### src/rtl/display_puntuacion_pkg.sv
// Shared definitions for the score display: FSM encoding, segment codes,
// default parameters and the double-dabble nibble correction.
package display_puntuacion_pkg;

    localparam int SCORE_W         = 14;
    localparam int BCD_W           = 16;
    localparam int NUM_DIG         = 4;
    localparam int SCORE_MAX_DEF   = 9999;
    localparam int REFRESH_DIV_DEF = 50000;
    // One shift per input bit.
    localparam int SHIFT_CYCLES    = SCORE_W;

    typedef enum logic [1:0] {
        ST_IDLE  = 2'd0,
        ST_LOAD  = 2'd1,
        ST_SHIFT = 2'd2,
        ST_DONE  = 2'd3
    } state_e;

    // Active-low segment codes, bit order {g,f,e,d,c,b,a}.
    localparam logic [6:0] SEG_0     = 7'b1000000;
    localparam logic [6:0] SEG_1     = 7'b1111001;
    localparam logic [6:0] SEG_2     = 7'b0100100;
    localparam logic [6:0] SEG_3     = 7'b0110000;
    localparam logic [6:0] SEG_4     = 7'b0011001;
    localparam logic [6:0] SEG_5     = 7'b0010010;
    localparam logic [6:0] SEG_6     = 7'b0000010;
    localparam logic [6:0] SEG_7     = 7'b1111000;
    localparam logic [6:0] SEG_8     = 7'b0000000;
    localparam logic [6:0] SEG_9     = 7'b0010000;
    localparam logic [6:0] SEG_BLANK = 7'b1111111;

    // Double-dabble correction: a nibble of 5 or more would overflow past 9
    // after the doubling shift, so it is pre-biased by 3.
    function automatic logic [3:0] dd_adjust(input logic [3:0] n);
        return (n >= 4'd5) ? n + 4'd3 : n;
    endfunction

endpackage

### src/rtl/display_puntuacion_decodificador_7seg.sv
// BCD digit to active-low 7-segment pattern; non-decimal codes go dark.
module decodificador_7seg
    import display_puntuacion_pkg::*;
(
    input  logic [3:0] digito_i,
    output logic [6:0] segmentos_o
);

    // Pure lookup, no state.
    always_comb begin
        segmentos_o = SEG_BLANK;
        case (digito_i)
            4'd0:    segmentos_o = SEG_0;
            4'd1:    segmentos_o = SEG_1;
            4'd2:    segmentos_o = SEG_2;
            4'd3:    segmentos_o = SEG_3;
            4'd4:    segmentos_o = SEG_4;
            4'd5:    segmentos_o = SEG_5;
            4'd6:    segmentos_o = SEG_6;
            4'd7:    segmentos_o = SEG_7;
            4'd8:    segmentos_o = SEG_8;
            4'd9:    segmentos_o = SEG_9;
            default: segmentos_o = SEG_BLANK;
        endcase
    end

endmodule

### src/rtl/display_puntuacion.sv
// Four-digit multiplexed score display. A small FSM converts the binary
// score to BCD with a sequential double-dabble (one bit per cycle) and
// publishes all four digits at once when it finishes, so the scan logic
// never sees a half-converted value. The scan side walks the anodes at
// REFRESH_DIV cycles per digit and blanks leading zeros.
module display_puntuacion
    import display_puntuacion_pkg::*;
#(
    parameter int REFRESH_DIV = REFRESH_DIV_DEF,
    parameter int SCORE_MAX   = SCORE_MAX_DEF
) (
    input  logic                 clk,
    input  logic                 rst_n,
    input  logic [SCORE_W-1:0]   puntuacion,
    output logic [NUM_DIG-1:0]   anodos,
    output logic [6:0]           segmentos,
    output logic                 busy
);

    localparam int              CNT_W     = (REFRESH_DIV > 1) ? $clog2(REFRESH_DIV) : 1;
    localparam logic [CNT_W-1:0] CNT_LAST = CNT_W'(REFRESH_DIV - 1);
    localparam logic [3:0]      ITER_LAST = 4'(SHIFT_CYCLES - 1);
    localparam logic [SCORE_W-1:0] SAT_VAL = SCORE_W'(SCORE_MAX);

    // ------------------------------------------------------------------
    // Conversion FSM
    // ------------------------------------------------------------------
    state_e state_q, state_d;

    logic load_en, shift_en, done_en;

    logic [SCORE_W-1:0]            last_val_q, last_val_d;
    logic [SCORE_W-1:0]            bin_q, bin_d;
    logic [BCD_W-1:0]              bcd_q, bcd_d;
    logic [BCD_W-1:0]              bcd_adj;
    logic [3:0]                    iter_q, iter_d;
    logic [NUM_DIG-1:0][3:0]       dig_q, dig_d;
    logic                          busy_q, busy_d;
    logic [SCORE_W-1:0]            sat_val;

    // State register; reset aborts any conversion in flight.
    always_ff @(posedge clk or negedge rst_n) begin
        if (!rst_n) state_q <= ST_IDLE;
        else        state_q <= state_d;
    end

    // Next-state: IDLE re-compares against the last raw input it accepted,
    // everything after LOAD runs to completion regardless of the input.
    always_comb begin
        state_d = state_q;
        case (state_q)
            ST_IDLE:  if (puntuacion != last_val_q) state_d = ST_LOAD;
            ST_LOAD:  state_d = ST_SHIFT;
            ST_SHIFT: if (iter_q == ITER_LAST) state_d = ST_DONE;
            ST_DONE:  state_d = ST_IDLE;
            default:  state_d = ST_IDLE;
        endcase
    end

    // FSM outputs: one enable per datapath action.
    always_comb begin
        load_en  = 1'b0;
        shift_en = 1'b0;
        done_en  = 1'b0;
        case (state_q)
            ST_LOAD:  load_en  = 1'b1;
            ST_SHIFT: shift_en = 1'b1;
            ST_DONE:  done_en  = 1'b1;
            default:  ;
        endcase
    end

    // ------------------------------------------------------------------
    // Double-dabble datapath
    // ------------------------------------------------------------------
    assign sat_val = (puntuacion > SAT_VAL) ? SAT_VAL : puntuacion;

    // Per-nibble correction applied before every shift.
    always_comb begin
        bcd_adj = '0;
        for (int i = 0; i < NUM_DIG; i++) begin
            bcd_adj[i*4 +: 4] = dd_adjust(bcd_q[i*4 +: 4]);
        end
    end

    // Datapath next-state. last_val keeps the raw input so a constant
    // out-of-range score does not look like a change every IDLE cycle.
    always_comb begin
        last_val_d = last_val_q;
        bin_d      = bin_q;
        bcd_d      = bcd_q;
        iter_d     = iter_q;
        dig_d      = dig_q;
        busy_d     = busy_q;
        if (load_en) begin
            last_val_d = puntuacion;
            bin_d      = sat_val;
            bcd_d      = '0;
            iter_d     = '0;
            busy_d     = 1'b1;
        end
        if (shift_en) begin
            bcd_d  = {bcd_adj[BCD_W-2:0], bin_q[SCORE_W-1]};
            bin_d  = {bin_q[SCORE_W-2:0], 1'b0};
            iter_d = iter_q + 4'd1;
        end
        if (done_en) begin
            for (int i = 0; i < NUM_DIG; i++) begin
                dig_d[i] = bcd_q[i*4 +: 4];
            end
            busy_d = 1'b0;
        end
    end

    // Datapath registers.
    always_ff @(posedge clk or negedge rst_n) begin
        if (!rst_n) begin
            last_val_q <= '0;
            bin_q      <= '0;
            bcd_q      <= '0;
            iter_q     <= '0;
            dig_q      <= '0;
            busy_q     <= 1'b0;
        end else begin
            last_val_q <= last_val_d;
            bin_q      <= bin_d;
            bcd_q      <= bcd_d;
            iter_q     <= iter_d;
            dig_q      <= dig_d;
            busy_q     <= busy_d;
        end
    end

    assign busy = busy_q;

    // ------------------------------------------------------------------
    // Display scan
    // ------------------------------------------------------------------
    logic [CNT_W-1:0]   ref_cnt_q, ref_cnt_d;
    logic [1:0]         scan_q, scan_d;
    logic [NUM_DIG-1:0] anodos_q, anodos_d;
    logic [6:0]         seg_q, seg_d;
    logic [3:0]         sel_dig;
    logic [6:0]         seg_dec;
    logic               nz1, nz2, nz3;
    logic               blank;

    // A digit is significant if it or any digit above it is nonzero.
    assign nz3 = |dig_q[3];
    assign nz2 = nz3 | (|dig_q[2]);
    assign nz1 = nz2 | (|dig_q[1]);

    assign sel_dig = dig_q[scan_q];

    decodificador_7seg u_dec (
        .digito_i    (sel_dig),
        .segmentos_o (seg_dec)
    );

    // Refresh divider, scan index and the registered anode/segment pair.
    always_comb begin
        ref_cnt_d = ref_cnt_q + CNT_W'(1);
        scan_d    = scan_q;
        if (ref_cnt_q == CNT_LAST) begin
            ref_cnt_d = '0;
            scan_d    = scan_q + 2'd1;
        end
        blank = 1'b0;
        case (scan_q)
            2'd1:    blank = !nz1;
            2'd2:    blank = !nz2;
            2'd3:    blank = !nz3;
            default: blank = 1'b0;
        endcase
        anodos_d = ~(NUM_DIG'(1) << scan_q);
        seg_d    = blank ? SEG_BLANK : seg_dec;
    end

    // Anodes and segments register together so they always match.
    always_ff @(posedge clk or negedge rst_n) begin
        if (!rst_n) begin
            ref_cnt_q <= '0;
            scan_q    <= '0;
            anodos_q  <= '1;
            seg_q     <= SEG_BLANK;
        end else begin
            ref_cnt_q <= ref_cnt_d;
            scan_q    <= scan_d;
            anodos_q  <= anodos_d;
            seg_q     <= seg_d;
        end
    end

    assign anodos    = anodos_q;
    assign segmentos = seg_q;

endmodule

### config.mk
export PLATFORM = sky130hd
export DESIGN_NAME = display_puntuacion
export DESIGN_NICKNAME = d
export VERILOG_FILES = /design/src/rtl/display_puntuacion_pkg.sv /design/src/rtl/display_puntuacion_decodificador_7seg.sv /design/src/rtl/display_puntuacion.sv
export SDC_FILE = /design/constraint.sdc
export NUM_CORES = 1
export LEC_CHECK = 0
export BUFFER_PORTS_ARGS = -buffer_cell sky130_fd_sc_hd__buf_2
export CORE_UTILIZATION = 60
export CTS_BUF_LIST = sky130_fd_sc_hd__clkbuf_16
export CTS_CLUSTER_DIAMETER = 40
export DETAILED_ROUTE_END_ITERATION = 12
export GPL_ROUTABILITY_DRIVEN = 0
export PLACE_DENSITY_LB_ADDON = 0.12
export SYNTH_ARGS = -nofsm -noshare
export SYNTH_HDL_FRONTEND = slang
export SYNTH_SLANG_ARGS = --single-unit
### constraint.sdc
create_clock -name clk -period 2.7 [get_ports clk]
set_input_delay 0.27 -clock clk [delete_from_list [all_inputs] [get_ports clk]]
set_output_delay 0.27 -clock clk [all_outputs]
set_load 0.05 [all_outputs]
# Yosys cells after proc, flatten, opt, wreduce, memory -nomap -nowiden
# Memories as Yosys holds them, arrays and structs flattened.
# Cells that the tools add are included.
# classes
n_lt_le_gt_ge,6
muxes,24
eq_ne,11
n_reduce_logical,10
shifts,1
n_addsub,7
bitwise,3
# op_table
op,n
$mux 16,3
$mux 14,3
$mux 4,6
$add 16x1->16 const B,1
$eq 16x16->1 const B,1
$ge 4x3->1 const B,4
$gt 14x14->1 const B,1
$ne 14x14->1,1
$add 4x2->4 const B,3
$reduce_or 4->1,3
$bmux 4 s2,1
$eq 2x2->1 const B,4
$pmux 2 s4,1
$mux 7,1
$mux 1,5
$add 4x1->4 const B,1
$eq 2x1->1 const B,2
$eq 4x4->1 const B,1
$mux 2,2
$ne 2x2->1 const B,2
$not 4->4,1
$reduce_bool 2->1,2
$shl 1x2->4 const A,1
$add 3x2->3 const B,1
8 further kinds,11
# word_totals
mem_count,1
rom_bits,112
regBits,96
output_inout_bits,12
input_bits,16
word_cells,77
# mem_list
memory,depth,width,read_ports,rd_clocked_by_memory_dff,write_ports,line,source
(no name shown),16,7,1,0,0,display_puntuacion_decodificador_7seg.sv:12,case (digito_i)

# Logic depth before layout (Yosys ltp)
# logic_depth
ltp_word,6
ltp_mapped,9
depth_no_buf,8

# Cells and area by module
# Synthesis repeated with hierarchy kept, for this count alone.
# hier_totals
cells_unflattened,438
area_unflattened_um2,4790.8
# by_module_without_submodules
mod,area_each_um2,seq_area_each_um2,n_inst,cells_each
display_puntuacion,4580.6,2416.1,1,405
decodificador_7seg,210.2,0.0,1,33

# Worst setup path after synthesis
# Ideal clock, no wire load.
# synth_timing
path_kind,reg2reg
startpoint,reg scan_q[0]
endpoint,reg seg_q[3] (netlist: segmentos[3])
arrival_ps,1665
period_less_slack_ps,1737
n_path_buf,1
setup_slack_ps,963
required_time_ps,2628
path_stages_with_launch,8
setup_ps,72
cell_sequence,dfrtp_1 > buf_6 > mux4_2 > inv_1 > ha_1 > a21oi_1 > nor2_1 > o21ai_1
# synth_via
elab_chain_cells,4
word_cells_on_any_way,8
classes_between,eq/ne: 3; mux: 4; memory: 1
# synth_rtl
element,line,source
from (decl),display_puntuacion.sv:140,"logic [1:0] scan_q, scan_d;"
from (signal assigned),display_puntuacion.sv:188,scan_q <= scan_d;
$bmux 4 s2,display_puntuacion.sv:153,assign sel_dig = dig_q[scan_q];
$mux 4 (not written as such),display_puntuacion.sv:153,
$mem_v2 16x7,--,
$mux 7 *,display_puntuacion.sv:176,seg_d = blank ? SEG_BLANK : seg_dec;
net seg_d[3],display_puntuacion.sv:142,"logic [6:0] seg_q, seg_d;"
to (signal assigned),display_puntuacion.sv:190,seg_q <= seg_d;
to (decl),display_puntuacion.sv:142,
# Mark *: on every way through the listed nets, which the timed path passes. The rest lies on a longest branch. The select of a mux whose other input is x is not followed.
# A chain may end at the register's enable or synchronous reset.

# Final worst setup path
# Same ends and word-level chain as after synthesis.

==> impl_metrics.toml <==
[route]
drc = 0
dr_total_vias = 3243
drt_wl_total_um = 8590
routed_wire_length_per_instance_um = 15.1
routed_via_count_divided_by_cell_count = 5.71
drt_pre_antenna_iters = 4
initialDrtViolationCount = 155
antenna_left = 0

[power_and_ir_drop]
p_per_area_nw_per_um2 = 971
irDropWorstVdd_mv = 0.575
power.static_leakage_uw = 0.00235

[floorplan]
initial_utilization_pct = 61.8
floorplan.rows = 32
die_area_um2 = 8320
core_region_area_um2 = 7730
die-height_um = 91.2
die_width_um = 91.2
io_pins = 28

[cells_and_area]
antennaDiodeCount = 0
fin_cells = 568
area.growth.synth_to_final_pct = 11.3
final_layout_size_suffix_gt1_share_pct = 21.0
area_of_combinational_cells_with_multiple_inputs_um2 = 2110
n_fill_cell = 586
sequential_cell_area_um2 = 2420
nNetsFinal = 503

[grt]
grtUsageTotal_pct = 22.6
grt_overflow_total = 0
first_pass_grt_wire_length_um = 14700
grt_antenna_before_repair = 0
number_of_global_route_vias_before_repair = 3122
grt_max_degree = 54

[synthesis]
post_synth_and_or_nand_nor_area_fraction_pct = 10.4
netlist_instances = 437
post_synth_mux_area_share_pct = 10.4
synth-xor-area-share_pct = 6.60
ys_ff_latch = 96
adder_and_majority_cell_fraction_of_the_synthesized_area_pct = 6.81
synth_area_um2 = 4780
yosys_warnings = 0
combinational_family_with_the_most_area_after_synthesis = "multiplexers"
synth_area_per_cell_um2 = 10.9
seq_area_frac_synth_pct = 50.6
synthesis.nets = 479
ys_types = 45
synth_compound_area_share_pct = 10.0

[worst_setup_path]
crit_chain = "mux4_2 -> inv_1 -> ha_1 -> a21oi_1 -> nor2_1 -> o21ai_1"
worstSetupEndpointType = "flop"
setup.worst_path.class = "flop to flop"
worstSetupStartpointType = "flop"
crit_fanout = 7
arrival_time_at_the_worst_endpoint_ns = 2.18
critical_path.slowest_cell = "sky130_fd_sc_hd__mux4_2"
worst-endpoint-required_ns = 2.97
critical_path.max_stage_delay_ns = 0.62

[timing]
final.setup_skew_ns = 0.00738
max_slew_vio_count = 0
tns_ns = 0
grt_setup_unrepaired = "false"
period_share_pct = 70.9
report.final.hold_viol_count = 0
tightestPinTransition_ns = 0.794
slew_headroom_pct = 47.0
period_minus_slack_ns = 1.91
report.final.setup_viol = 0
max_clock_freq_mhz = 522

[clocking]
cts_root_buf = "sky130_fd_sc_hd__clkbuf_16"
clock_insertion_delay_worst_skew_ns = 0.34
clock_path_buffers = 2
cts_setup_buffers = 0
cts_tree = "built"
clk_pin_slew_worst_paths_ns = 0.07
cts_sinks = 96
htree_levels = 3
cts_inserted_buffers = 9

[placement]
place.detailed.hpwl_um = 5830
placed_cells_incl_taps = 551
place.port_buffers = 27

[min_path]
holdCritPathClass = "primary input to flop"

[outcome]
status = "completed"

[job]
cap_violations = 0
==> registers in the layout, summed over array words and instances (netlist names), 4 cells and up <==
register    count
dig_q          16
anodos          4
iter_q          4
bin_q          14
bcd_q          16
segmentos       7
last_val_q     14
ref_cnt_q      16
==> placed cells by master (no fill, tap or decap), drive strengths merged, types with 8 or more instances in the layout <==
cell | Yosys | final
inv | 40 | 43
nand3 | 16 | 16
buf | 10 | 31
nor3 | 8 | 8
dfrtp | 85 | 85
o21ai | 23 | 23
ha | 26 | 26
a21oi | 21 | 21
nor2 | 35 | 35
xnor2 | 29 | 29
nand2 | 12 | 12
mux2 | 33 | 33
dfstp | 11 | 11
clkbuf | 9 | 9
o22ai | 13 | 13
==> power by group <==
part | internal (uW) | switching, uW | total, uW
registers | 1800 | 206 | 2010
logic | 746 | 1050 | 1800
clock network | 814 | 545 | 1360
==> worst max-delay path: cells and delay by family (launching register included) <==
family / cells / cell delay, ns
adders and majority gates: 1 / 0.26
and+or+nand+nor: 1 / 0.05
DFF: 1 / 0.52
AOI/OAI and AO/OA: 2 / 0.24
buffers and inverters: 1 / 0.15
muxes: 1 / 0.62
==> per-layer routing <==
metal  track usage [%]  up-vias  share of wire [%]
met4              9.26        0                1.0
met3              3.52        9                3.0
met1              30.1     1618                 47
met2              37.2       50                 49
li1                  -     1566                  -
met5                 0        -                  0
==> layout make-up <==
cell class / count / area share [%]
repair buffers: 32 / 3.58
flip-flops and latches: 96 / 45.4
well taps: 102 / 2.40
clock buffers: 9 / 4.24
clock inverters: 7 / 1.76
multi-input cells: 282 / 39.8
inverters: 40 / 2.82
==> metrics by stage <==
stage	hold WS (ns)	power [uW]	utilization [%]	instance area, um2	setup WS [ns]
2_1_floorplan	-0.0256	3440	-	4780	0.963
3_3_place_gp	0.298	3760	64.6	4990	0.871
3_5_place_dp	0.303	3830	64.6	4990	0.822
4_1_cts	0.207	5200	68.8	5320	0.778
5_1_grt	0.213	5490	68.8	5320	0.669
6_report	0.209	5160	68.8	5320	0.786
==> cells by family (layout without fill, tap and decap cells) <==
group | Yosys count | in the layout
buf+inv | 59 | 88
xor+xnor | 36 | 36
compound gates | 79 | 79
simple gates | 99 | 99
mux | 42 | 42
fa+ha+maj | 26 | 26
flops | 96 | 96
==> path summary, 6_finish.rpt <==
kind                               startpoint       endpoint  slack [ns]  cells after the start
worst max-delay path                scan_q[0]   segmentos[3]        0.79                      6
worst min-delay path            puntuacion[3]  last_val_q[3]        0.21                      2
worst max register to register      scan_q[0]   segmentos[3]        0.79                      6
worst min register to register   ref_cnt_q[0]   ref_cnt_q[0]        0.48                      1
max in group asynchronous               rst_n           busy        1.54                      3
min in group asynchronous               rst_n       bcd_q[2]        0.45                      2
==> what timing repair did <==
item                       in CTS  in global routing
hold endpoints to repair       32                  0
setup endpoints to repair       0                  0
hold buffers                    1                  0
gates resized for setup         0                  0
==> cells in the mapped netlist (all sizes together) <==
cell type | n | area share, %
nor2 | 35 | 2.8
o21ai | 23 | 2.5
and4 | 1 | 0.18
and2 | 1 | 0.18
nor4b | 1 | 0.18
clkbuf | 9 | 0.71
o22ai | 13 | 1.7
or4 | 1 | 0.16
dfstp | 11 | 6.0
nor2b | 1 | 0.13
o32a | 1 | 0.21
and2b | 1 | 0.18
nor4 | 4 | 0.65
mux2 | 33 | 7.8
nand2b | 4 | 0.52
mux2i | 6 | 1.3
dfrtp | 85 | 45
buf | 10 | 1.3
a21oi | 21 | 2.2
xor2 | 7 | 1.3
nor3 | 8 | 0.84
o32ai | 3 | 0.55
nor3b | 2 | 0.31
and3 | 2 | 0.26
nand3 | 16 | 1.7
or2 | 2 | 0.26
nand3b | 2 | 0.31
a31oi | 6 | 0.79
a211oi | 1 | 0.16
inv | 40 | 3.1
nand4 | 6 | 0.79
ha | 26 | 6.8
a22oi | 4 | 0.63
xnor2 | 29 | 5.3
a211o | 1 | 0.18
mux4 | 3 | 1.4
nand2 | 12 | 0.94
o221ai | 6 | 1.1
Power figures use the tool's default switching activity.
